`src/rtl/w5300_socket_reg_conf_pkg.sv`:
```
// W5300 socket register map, command/status codes and sequencer types
// shared by the socket configuration block and its SSR poller.
package w5300_socket_reg_conf_pkg;

  localparam logic WR = 1'b1;
  localparam logic RD = 1'b0;
  localparam logic [10:0] OP_IDLE = {RD, 10'h000};

  localparam logic [9:0] SN_MR    = 10'h000;
  localparam logic [9:0] SN_CR    = 10'h002;
  localparam logic [9:0] SN_IMR   = 10'h004;
  localparam logic [9:0] SN_SSR   = 10'h008;
  localparam logic [9:0] SN_PORTR = 10'h00a;

  localparam logic [15:0] CR_OPEN   = 16'h0001;
  localparam logic [15:0] CR_LISTEN = 16'h0002;

  localparam logic [7:0] SOCK_INIT   = 8'h13;
  localparam logic [7:0] SOCK_UDP    = 8'h22;
  localparam logic [7:0] SOCK_LISTEN = 8'h14;

  typedef enum logic [1:0] {
    MODE_OFF = 2'd0,
    MODE_TCP = 2'd1,
    MODE_UDP = 2'd2
  } mode_e;

  typedef enum logic [3:0] {
    S_IDLE,
    S_SEL,
    S_WR_MR,
    S_WR_PORT,
    S_WR_IMR,
    S_WR_OPEN,
    S_WR_LISTEN,
    S_RD_SSR,
    S_CHECK,
    S_NEXT,
    S_DONE,
    S_ERROR
  } state_e;

  function automatic logic [9:0] sock_base(input logic [2:0] n);
    return 10'h200 + {1'b0, n, 6'b000000};
  endfunction

endpackage

```
`src/rtl/w5300_socket_reg_conf_if.sv`:
```
// Register-op bus between the configuration sequencers and the W5300 bus engine.
interface w5300_socket_reg_conf_if;
  logic [10:0] addr;
  logic [15:0] wr_data;
  logic        op_state;
  logic [15:0] rd_data;

  modport master (output addr, output wr_data, input op_state, input rd_data);
  modport slave  (input addr, input wr_data, output op_state, output rd_data);
endinterface

```
`src/rtl/w5300_ssr_poller.sv`:
```
// Sn_SSR poll engine: latches each status read and decides match, re-poll,
// re-open or timeout during the CHECK cycle.
module w5300_ssr_poller
  import w5300_socket_reg_conf_pkg::*;
#(
  parameter int POLL_MAX  = 64,
  parameter int RETRY_MAX = 2
) (
  input  logic        clk,
  input  logic        rst,
  input  logic [9:0]  base,
  input  logic        clear,
  input  logic        latch,
  input  logic        check,
  input  logic [15:0] rd_data,
  input  logic [7:0]  expect_ssr,
  output logic [10:0] ssr_addr,
  output logic        match,
  output logic        poll_again,
  output logic        retry,
  output logic        timeout
);
  localparam int PW = $clog2(POLL_MAX + 1);
  localparam int RW = (RETRY_MAX < 1) ? 1 : $clog2(RETRY_MAX + 1);
  localparam logic [PW-1:0] POLL_LAST  = PW'(POLL_MAX - 1);
  localparam logic [RW-1:0] RETRY_LAST = RW'(RETRY_MAX);

  logic [7:0]    ssr;
  logic [PW-1:0] poll_cnt;
  logic [RW-1:0] retry_cnt;
  logic          hit;
  logic          polls_used;
  logic          unused_rd_hi;

  // only the low byte of Sn_SSR carries the socket status
  assign unused_rd_hi = ^rd_data[15:8];

  assign ssr_addr   = {RD, base + SN_SSR};
  assign hit        = (ssr == expect_ssr);
  assign polls_used = (poll_cnt >= POLL_LAST);
  assign match      = check && hit;
  assign poll_again = check && !hit && !polls_used;
  assign retry      = check && !hit && polls_used && (retry_cnt < RETRY_LAST);
  assign timeout    = check && !hit && polls_used && (retry_cnt >= RETRY_LAST);

  always_ff @(posedge clk or posedge rst) begin
    if (rst) begin
      ssr       <= 8'h00;
      poll_cnt  <= '0;
      retry_cnt <= '0;
    end else begin
      if (latch) ssr <= rd_data[7:0];
      if (clear) begin
        poll_cnt  <= '0;
        retry_cnt <= '0;
      end else if (poll_again) begin
        poll_cnt <= poll_cnt + PW'(1);
      end else if (retry) begin
        poll_cnt  <= '0;
        retry_cnt <= retry_cnt + RW'(1);
      end
    end
  end

endmodule

```
`src/rtl/w5300_socket_reg_conf.sv`:
```
// Opens NUM_SOCKETS W5300 sockets in order after common setup (MR, PORT, IMR, OPEN, poll SSR).
// Defining W5300_SOCK_LISTEN_EN adds a LISTEN command and SOCK_LISTEN poll for TCP sockets.
module w5300_socket_reg_conf
  import w5300_socket_reg_conf_pkg::*;
#(
  parameter int          NUM_SOCKETS = 1,
  parameter int          POLL_MAX    = 64,
  parameter int          RETRY_MAX   = 2,
  parameter logic [15:0] IMR_VAL     = 16'h001f
) (
  input  logic                      clk,
  input  logic                      rst,
  input  logic                      enable,
  input  logic [2*NUM_SOCKETS-1:0]  sock_mode,
  input  logic [16*NUM_SOCKETS-1:0] sock_port,
  w5300_socket_reg_conf_if.master   bus,
  output logic                      done,
  output logic                      error,
  output logic [2:0]                err_sock
);
  localparam logic [2:0] LAST_IDX = 3'(NUM_SOCKETS - 1);

  state_e      state, state_nxt;
  logic [2:0]  idx;
  logic [1:0]  cur_mode;
  logic [15:0] cur_port;
  logic [9:0]  base;
  logic [7:0]  expect_ssr;
  logic        listen_phase;
  logic        listen_go;
  logic        poll_clear;
  logic [10:0] ssr_addr;
  logic        match, poll_again, retry, timeout;

  always_comb begin
    cur_mode = MODE_OFF;
    cur_port = 16'h0000;
    for (int i = 0; i < NUM_SOCKETS; i++) begin
      if (idx == 3'(i)) begin
        cur_mode = sock_mode[2*i +: 2];
        cur_port = sock_port[16*i +: 16];
      end
    end
  end

  assign base = sock_base(idx);

  always_comb begin
    if (listen_phase)                expect_ssr = SOCK_LISTEN;
    else if (cur_mode == MODE_TCP)   expect_ssr = SOCK_INIT;
    else                             expect_ssr = SOCK_UDP;
  end

`ifdef W5300_SOCK_LISTEN_EN
  assign listen_go = (cur_mode == MODE_TCP) && !listen_phase;

  always_ff @(posedge clk or posedge rst) begin
    if (rst)                                         listen_phase <= 1'b0;
    else if (state == S_SEL)                         listen_phase <= 1'b0;
    else if (state == S_CHECK && match && listen_go) listen_phase <= 1'b1;
  end
`else
  assign listen_go    = 1'b0;
  assign listen_phase = 1'b0;
`endif

  // counters restart per socket and again when the LISTEN phase begins
  assign poll_clear = (state == S_SEL) || (state == S_CHECK && match && listen_go);

  w5300_ssr_poller #(
    .POLL_MAX  (POLL_MAX),
    .RETRY_MAX (RETRY_MAX)
  ) u_poller (
    .clk        (clk),
    .rst        (rst),
    .base       (base),
    .clear      (poll_clear),
    .latch      (state == S_RD_SSR && bus.op_state),
    .check      (state == S_CHECK),
    .rd_data    (bus.rd_data),
    .expect_ssr (expect_ssr),
    .ssr_addr   (ssr_addr),
    .match      (match),
    .poll_again (poll_again),
    .retry      (retry),
    .timeout    (timeout)
  );

  always_ff @(posedge clk or posedge rst) begin
    if (rst)                                     idx <= 3'd0;
    else if (state == S_IDLE && enable)          idx <= 3'd0;
    else if (state == S_NEXT && idx != LAST_IDX) idx <= idx + 3'd1;
  end

  always_ff @(posedge clk or posedge rst) begin
    if (rst) state <= S_IDLE;
    else     state <= state_nxt;
  end

  always_comb begin
    state_nxt = state;
    case (state)
      S_IDLE:      if (enable) state_nxt = S_SEL;
      S_SEL:       state_nxt = (cur_mode == MODE_OFF) ? S_NEXT : S_WR_MR;
      S_WR_MR:     if (bus.op_state) state_nxt = S_WR_PORT;
      S_WR_PORT:   if (bus.op_state) state_nxt = S_WR_IMR;
      S_WR_IMR:    if (bus.op_state) state_nxt = S_WR_OPEN;
      S_WR_OPEN:   if (bus.op_state) state_nxt = S_RD_SSR;
      S_WR_LISTEN: if (bus.op_state) state_nxt = S_RD_SSR;
      S_RD_SSR:    if (bus.op_state) state_nxt = S_CHECK;
      S_CHECK: begin
        if (match)           state_nxt = listen_go ? S_WR_LISTEN : S_NEXT;
        else if (poll_again) state_nxt = S_RD_SSR;
        else if (retry)      state_nxt = listen_phase ? S_WR_LISTEN : S_WR_OPEN;
        else if (timeout)    state_nxt = S_ERROR;
      end
      S_NEXT:      state_nxt = (idx == LAST_IDX) ? S_DONE : S_SEL;
      S_DONE:      state_nxt = S_DONE;
      S_ERROR:     state_nxt = S_ERROR;
      default:     state_nxt = S_IDLE;
    endcase
  end

  always_comb begin
    bus.addr    = OP_IDLE;
    bus.wr_data = 16'h0000;
    case (state)
      S_WR_MR: begin
        bus.addr    = {WR, base + SN_MR};
        bus.wr_data = {14'd0, cur_mode};
      end
      S_WR_PORT: begin
        bus.addr    = {WR, base + SN_PORTR};
        bus.wr_data = cur_port;
      end
      S_WR_IMR: begin
        bus.addr    = {WR, base + SN_IMR};
        bus.wr_data = IMR_VAL;
      end
      S_WR_OPEN: begin
        bus.addr    = {WR, base + SN_CR};
        bus.wr_data = CR_OPEN;
      end
      S_WR_LISTEN: begin
        bus.addr    = {WR, base + SN_CR};
        bus.wr_data = CR_LISTEN;
      end
      S_RD_SSR: bus.addr = ssr_addr;
      default: ;
    endcase
  end

  assign done     = (state == S_DONE);
  assign error    = (state == S_ERROR);
  assign err_sock = error ? idx : 3'd0;

endmodule

```
`src/flat_wrapper.sv`:
```
// flat-port wrapper written by rule: the top's interface ports become plain ports
module w5300_socket_reg_conf_flat import w5300_socket_reg_conf_pkg::*;
#(
  parameter int          NUM_SOCKETS = 1,
  parameter int          POLL_MAX    = 64,
  parameter int          RETRY_MAX   = 2,
  parameter logic [15:0] IMR_VAL     = 16'h001f
)
  (clk, rst, enable, sock_mode, sock_port, done, error, err_sock, bus_addr, bus_wr_data, bus_op_state, bus_rd_data);
  w5300_socket_reg_conf_if bus_i ();
  input  logic clk;
  input  logic rst;
  input  logic enable;
  input  logic [2*NUM_SOCKETS-1:0] sock_mode;
  input  logic [16*NUM_SOCKETS-1:0] sock_port;
  output logic done;
  output logic error;
  output logic [2:0] err_sock;
  output wire logic [$bits(bus_i.addr)-1:0] bus_addr;
  output wire logic [$bits(bus_i.wr_data)-1:0] bus_wr_data;
  input wire logic [$bits(bus_i.op_state)-1:0] bus_op_state;
  input wire logic [$bits(bus_i.rd_data)-1:0] bus_rd_data;
  assign bus_addr = bus_i.addr;
  assign bus_wr_data = bus_i.wr_data;
  assign bus_i.op_state = bus_op_state;
  assign bus_i.rd_data = bus_rd_data;
  w5300_socket_reg_conf #(.NUM_SOCKETS(NUM_SOCKETS), .POLL_MAX(POLL_MAX), .RETRY_MAX(RETRY_MAX), .IMR_VAL(IMR_VAL)) u_core (.clk(clk), .rst(rst), .enable(enable), .sock_mode(sock_mode), .sock_port(sock_port), .bus(bus_i), .done(done), .error(error), .err_sock(err_sock));
endmodule
```
`config.mk`:
```
export PLATFORM = sky130hd
export DESIGN_NAME = w5300_socket_reg_conf_flat
export DESIGN_NICKNAME = d
export VERILOG_FILES = /design/src/rtl/w5300_socket_reg_conf_pkg.sv /design/src/rtl/w5300_socket_reg_conf_if.sv /design/src/rtl/w5300_ssr_poller.sv /design/src/rtl/w5300_socket_reg_conf.sv /design/src/flat_wrapper.sv
export SDC_FILE = /design/constraint.sdc
export NUM_CORES = 1
export LEC_CHECK = 0
export BUFFER_PORTS_ARGS = -buffer_cell sky130_fd_sc_hd__buf_2
export CAP_MARGIN = 20
export CORE_ASPECT_RATIO = 1.2
export CORE_MARGIN = 4
export CORE_UTILIZATION = 46
export DETAILED_ROUTE_END_ITERATION = 8
export PLACE_DENSITY_LB_ADDON = 0.15
export SYNTH_ARGS = -nofsm -noshare
export SYNTH_HDL_FRONTEND = slang
export SYNTH_SLANG_ARGS = --single-unit
export TNS_END_PERCENT = 30
```
`constraint.sdc`:
```
create_clock -name clk -period 2.5 [get_ports clk]
set_clock_uncertainty 0.15 [all_clocks]
set_input_delay 0.625 -clock clk [delete_from_list [all_inputs] [get_ports clk]]
set_output_delay 0.625 -clock clk [all_outputs]
set_load 0.01 [all_outputs]
```
### After elaboration in Yosys (flattened, before gate mapping)

Index checks and enable logic that the tools add are counted.

| word-level totals | value |
|---|---|
| register bits after elaboration | 24 |
| bits in writable memories | 0 |
| word-level logic and storage cells | 85 |
| latch bits | 0 |
| bits of input ports | 38 |
| memory bits (read-only) | 0 |
| memories kept | 0 |
| output and inout bits | 32 |

| cells by class | value |
|---|---|
| div/mod/pow operators | 0 |
| eq/ne operators | 21 |
| order comparisons | 3 |
| $mul | 0 |
| shift-type cells | 0 |
| reduce and logical (&&, ||, !) cells | 21 |
| multiplexer cells | 27 |
| bitwise operators | 0 |
| add/subtract/negate cells | 8 |

Operator list:

| cell | count |
|---|---|
| 16-bit case mux with 5 select lines | 1 |
| 11-bit case mux with 5 select lines | 1 |
| 4-bit 2-to-1 mux | 12 |
| 4-bit case mux with 11 select lines | 1 |
| 7-bit 2-to-1 mux | 3 |
| 10-bit by 4-bit adder with 10-bit output, second input constant | 2 |
| 4-bit by 3-bit == test with 1-bit output, second input constant | 4 |
| 4-bit == test, second input constant | 4 |
| 16-bit 2-to-1 mux | 1 |
| 10-bit by 2-bit adder with 10-bit output, second input constant | 1 |
| 10-bit by 3-bit adder with 10-bit output, second input constant | 1 |
| 10-bit by 9-bit adder with 10-bit output, first input constant | 1 |
| 2-bit inequality test, second input constant | 5 |
| 1-bit logical AND | 9 |
| 3-bit 2-to-1 mux | 3 |
| 4-bit by 2-bit == test with 1-bit output, second input constant | 2 |
| 8-bit == test | 1 |
| 2-bit 2-to-1 mux | 4 |
| 7-bit by 1-bit adder with 7-bit output, second input constant | 1 |
| 7-bit by 6-bit greater-or-equal comparator with 1-bit output, second input constant | 1 |
| 7-bit AND reduction | 1 |
| 6-bit 2-to-1 mux | 1 |
| 3-bit nonzero test | 2 |
| 5-bit by 1-bit inequality test with 1-bit output, second input constant | 1 |
| other kinds (14) | 17 |

### Depth between registers and ports, before layout

| depth | value |
|---|---|
| depth in word-level cells | 14 |
| depth in mapped cells | 6 |
| depth with buffers taken out | 6 |

### Modules after synthesis

A second synthesis with hierarchy kept.

| unflattened totals | value |
|---|---|
| cell total of the unflattened synthesis | 240 |
| area, all modules | 2040.7 µm² |

By module, submodules not included:

| module | area each (µm²) | instances | seq. area each (µm²) | cells each |
|---|---|---|---|---|
| w5300_ssr_poller | 1081.0 | 1 | 425.4 | 107 |
| w5300_socket_reg_conf | 959.7 | 1 | 175.2 | 133 |

### Worst setup path after synthesis

No wires, ideal clock.

| path | value |
|---|---|
| path type | register -> output |
| from | register u_core.idx[0] |
| to | output port bus_wr_data[10] |
| required time | 1.725 ns |
| buffers on the path | 1 |
| arrival time | 1.562 ns |
| setup slack | 0.163 ns |
| stages on the path, launching flop included | 7 |
| cell sequence | dfrtp_1 -> inv_1 -> ha_1 -> nor2b_1 -> and3_1 -> clkbuf_1 -> and2_1 |

| between the ends | value |
|---|---|
| word-level cells in the longest chain between the ends | 3 |

Ends and longest elaborated chain:

| element | line | RTL |
|---|---|---|
| start, declared | w5300_socket_reg_conf.sv:24 | `logic [2:0] idx;` |
| start signal, assigned | w5300_socket_reg_conf.sv:92 | `else if (state == S_NEXT && idx != LAST_IDX) idx <= idx + 3'd1;` |
| 3-bit zero test | w5300_socket_reg_conf.sv:39 | `if (idx == 3'(i)) begin` |
| 16-bit 2-to-1 mux | w5300_socket_reg_conf.sv:39 |  |
| 16-bit case mux with 5 select lines | w5300_socket_reg_conf.sv:127 | `case (state)` |
| end, declared | flat_wrapper.sv:20 | `output wire logic [$bits(bus_i.wr_data)-1:0] bus_wr_data;` |

Every way passes these cells.

### Worst setup path in the final report

| path | value |
|---|---|
| from | register u_core.idx[1] |
| to | output port bus_wr_data[1] |

| between the ends | value |
|---|---|
| word-level cells in the longest chain between the ends | 3 |
| elaborated cells between the ends (all ways) | 4 |
| classes of those cells | 3 x mux; 1 x reduce/logical |

Ends and longest elaborated chain:

| element | line |
|---|---|
| 3-bit zero test * | w5300_socket_reg_conf.sv:39 |
| 16-bit 2-to-1 mux or 2-bit 2-to-1 mux (tied branches) | w5300_socket_reg_conf.sv:39 |
| 16-bit case mux with 5 select lines * | w5300_socket_reg_conf.sv:127 |

Every way passes the cells marked *; elsewhere a longest branch is shown, timed or not.

==> flow_metrics.env <==
export IMPL_status="complete, no violations"
export IMPL_row_count=24
export IMPL_clk_pin_slew_ns=0.08
export IMPL_cts_max_path_buffers=2
export IMPL_ys_ff_latch=24
export IMPL_p_total_mw=2.092
export IMPL_seqCellArea_um2=600.6
export IMPL_critPathSlowestCell="dfrtp_1"
export IMPL_drc=0
export IMPL_cp_max_fo=5
export IMPL_cp_arrival_ns=1.64
export IMPL_fin_crit_ns=2.411
export IMPL_layout_cells_non_filler=301
export IMPL_syn_area_per_cell_um2=9.151
export IMPL_hold_viol_final=0
export IMPL_required_ns=1.73
export IMPL_nets=292
export IMPL_postCtsHoldBufs=0
export IMPL_multi_input_area_mm2=0.001054
export IMPL_worstSkewPairLatency_ns=0.26
export IMPL_detail_route_antenna_nets=0
export IMPL_power_leakage_nw=1.099
export IMPL_post_drt_wl_per_cell_um=13.73
export IMPL_cp_cell_sequence="inv_1 -> ha_2 -> nor2b_4 -> buf_4 -> a41oi_1 -> o22ai_1 -> buf_2"
export IMPL_wl_met2_um=2077
export IMPL_yosysWarnings=0
export IMPL_yosysUniqueCellTypes=54
export IMPL_drive_gt1_share_pct=36.95
export IMPL_swShare_pct=43.11
export IMPL_finalMaxSlewViolations=0
export IMPL_first_pass_iters=4
export IMPL_final_cell_mix="buf_2, dfrtp_1, and2_1, nand2_1, buf_4"
export IMPL_reg2reg_from="u_core.idx[1]"
export IMPL_synth_ff_type="dfrtp_1"
export IMPL_ir_drop_uv=635.8
export IMPL_place_inst=295
export IMPL_fmax_mhz=414.8
export IMPL_p_sw_uw=902.1
export IMPL_worst_r2r_cell_count=6
export IMPL_grt_pass1_vias=1482
export IMPL_wl_met1_um=1815
export IMPL_share_comb_of_total_power_pct=58.9
export IMPL_nFillCells=358
export IMPL_cts_root_buf="clkbuf_8"
export IMPL_cts_buffers=3
export IMPL_grt_max_degree=25
export IMPL_dieArea_mm2=0.004786
export IMPL_wl_um=4133
export IMPL_wl_met3_um=200
export IMPL_clkSinkCount=24
export IMPL_ys_seq_area_share_pct=34.91
export IMPL_htree_levels=1
export IMPL_tritoncts="done"
export IMPL_async_reset_ff_share_pct=100.0
export IMPL_start_kind="flop"
export IMPL_die_w_um=63.83
export IMPL_io_buffers=58
export IMPL_max_cap_viol_count=0
export IMPL_area_delta_synth_final_pct=26.11
export IMPL_finalSetupViolCount=0
export IMPL_dp_hpwl_um=3164
export IMPL_top_layer="met4"
export IMPL_drt_initial_drc_count=84
export IMPL_synth_edf_count=0
export IMPL_cp_slowest_stage_delay_ns=0.40
export IMPL_criticalPathCategory="flop to output pin"
export IMPL_pin_count=70
export IMPL_finalCritPeriodShare_pct=96.44
export IMPL_netlist_instances=188
export IMPL_n_antenna_cell=0
export IMPL_layout_commonest_cell="buf_2"
export IMPL_place_gp_congestion=0.8266
export IMPL_viasPerCell=5.189
export IMPL_die_y_um=74.99
export IMPL_start_util_pct=47.35
export IMPL_synth_area_mm2=0.001720
export IMPL_r2r_slack_ns=0.44
export IMPL_cellPowerDensity_mw_per_mm2=964.4
export IMPL_r2r_end="u_core.u_poller.poll_cnt[4]"
export IMPL_rsz0062_at_grt="true"
export IMPL_endpoint_kind="output pin"
export IMPL_p_clk_share_pct=12.3
export IMPL_grt_pass1_wl_um=6768
export IMPL_grt_total_usage_pct=17.19
export IMPL_antenna_found_initial=0
export IMPL_grt_ovfl_total=0
export IMPL_core_area_mm2=0.003633
export IMPL_vias=1562
export IMPL_internal_power_mw=1.190
export IMPL_seqPwrFrac_pct=28.8
export IMPL_hp_class="primary input to asynchronous set/reset pin"
through the flow:
stage	setup slack, ns	util, %	area, um^2	hold WS, ns	TNS, ns
after floorplan	0.1632	-	1728	0.2950	0
after global placement	0.2034	57.16	2077	0.3106	0
after detailed placement	0.1920	57.16	2077	0.3240	0
after CTS	0.01447	58.82	2137	0.2454	0
after global routing	-0.03569	59.71	2170	0.2774	-0.04361
final	0.08911	59.71	2170	0.2319	0
final cells by class:
type / instances / share of cell area, %
Inverter: 8 / 1.384
Tap cell: 52 / 2.999
Clock buffer: 4 / 2.537
Sequential cell: 24 / 27.68
Timing Repair Buffer: 68 / 16.84
Multi-Input combinational cell: 145 / 48.56
worst max-delay path: cells and delay by family, from the launching register on:
family	cells	cell delay [ns]
AOI/OAI and AO/OA	2	0.26
buffers and inverters	3	0.37
and+or+nand+nor	1	0.15
DFF	1	0.40
adders and majority gates	1	0.19
layer usage:
layer | global-route usage [%] | up-vias
met4 | 4.796 | 0
met1 | 22.37 | 722
li1 | - | 794
met3 | 3.134 | 6
met5 | 0 | -
met2 | 29.51 | 40
sequential cells by signal, indices dropped and copies added, names as in the netlist:
| name | flops |
|---|---|
| u_core.u_poller.poll_cnt | 7 |
| u_core.state | 4 |
| u_core.u_poller.ssr | 8 |
| u_core.u_poller.retry_cnt | 2 |
| u_core.idx | 3 |
power by group through the flow:
stage               clock (mW)  sequential (mW)  combinational, mW
finish                   0.256            0.603               1.23
floorplan                    0            0.557              0.869
global route             0.280            0.625               1.38
global placement             0            0.605               1.17
detailed placement           0            0.610               1.18
CTS                      0.263            0.602               1.20
cells in the mapped netlist (5+ instances only):
master | number | area, um^2
dfrtp_1 | 24 | 600.6
and2_1 | 15 | 93.84
nand2_1 | 15 | 56.30
nor2_1 | 9 | 33.78
inv_1 | 8 | 30.03
o22ai_1 | 7 | 43.79
nand3_1 | 6 | 30.03
a21o_1 | 5 | 37.54
and3_1 | 5 | 31.28
buf_2 | 5 | 25.02
clkbuf_1 | 5 | 18.77
mux2_2 | 5 | 56.30
nor3_1 | 5 | 25.02
xor2_1 | 5 | 43.79
worst max path at each step:
stage	start	end	depth (start not counted)
6_report	u_core.idx[1]	bus_wr_data[1]	7
5_1_grt	u_core.idx[1]	bus_wr_data[1]	7
4_1_cts	u_core.idx[0]	bus_wr_data[1]	7
3_5_place_dp	u_core.idx[0]	bus_wr_data[7]	6
3_3_place_gp	u_core.idx[0]	bus_wr_data[7]	6
2_1_floorplan	u_core.idx[0]	bus_wr_data[10]	6
kinds of logic after synthesis:
group / synth area share [%]
simple gates: 25.67
compound gates: 18.62
flops: 34.91
buf+inv: 5.600
mux: 8.508
fa+ha+maj: 2.909
other cells: 0.2180
xor+xnor: 3.564
what timing repair did:
action | in CTS | in global routing
setup endpoints to repair | 14 | 18
pin swaps | 0 | 0
resized for setup | 2 | 6
buffers inserted | 0 | 2
Note: power is estimated with default switching activity, not from simulation.
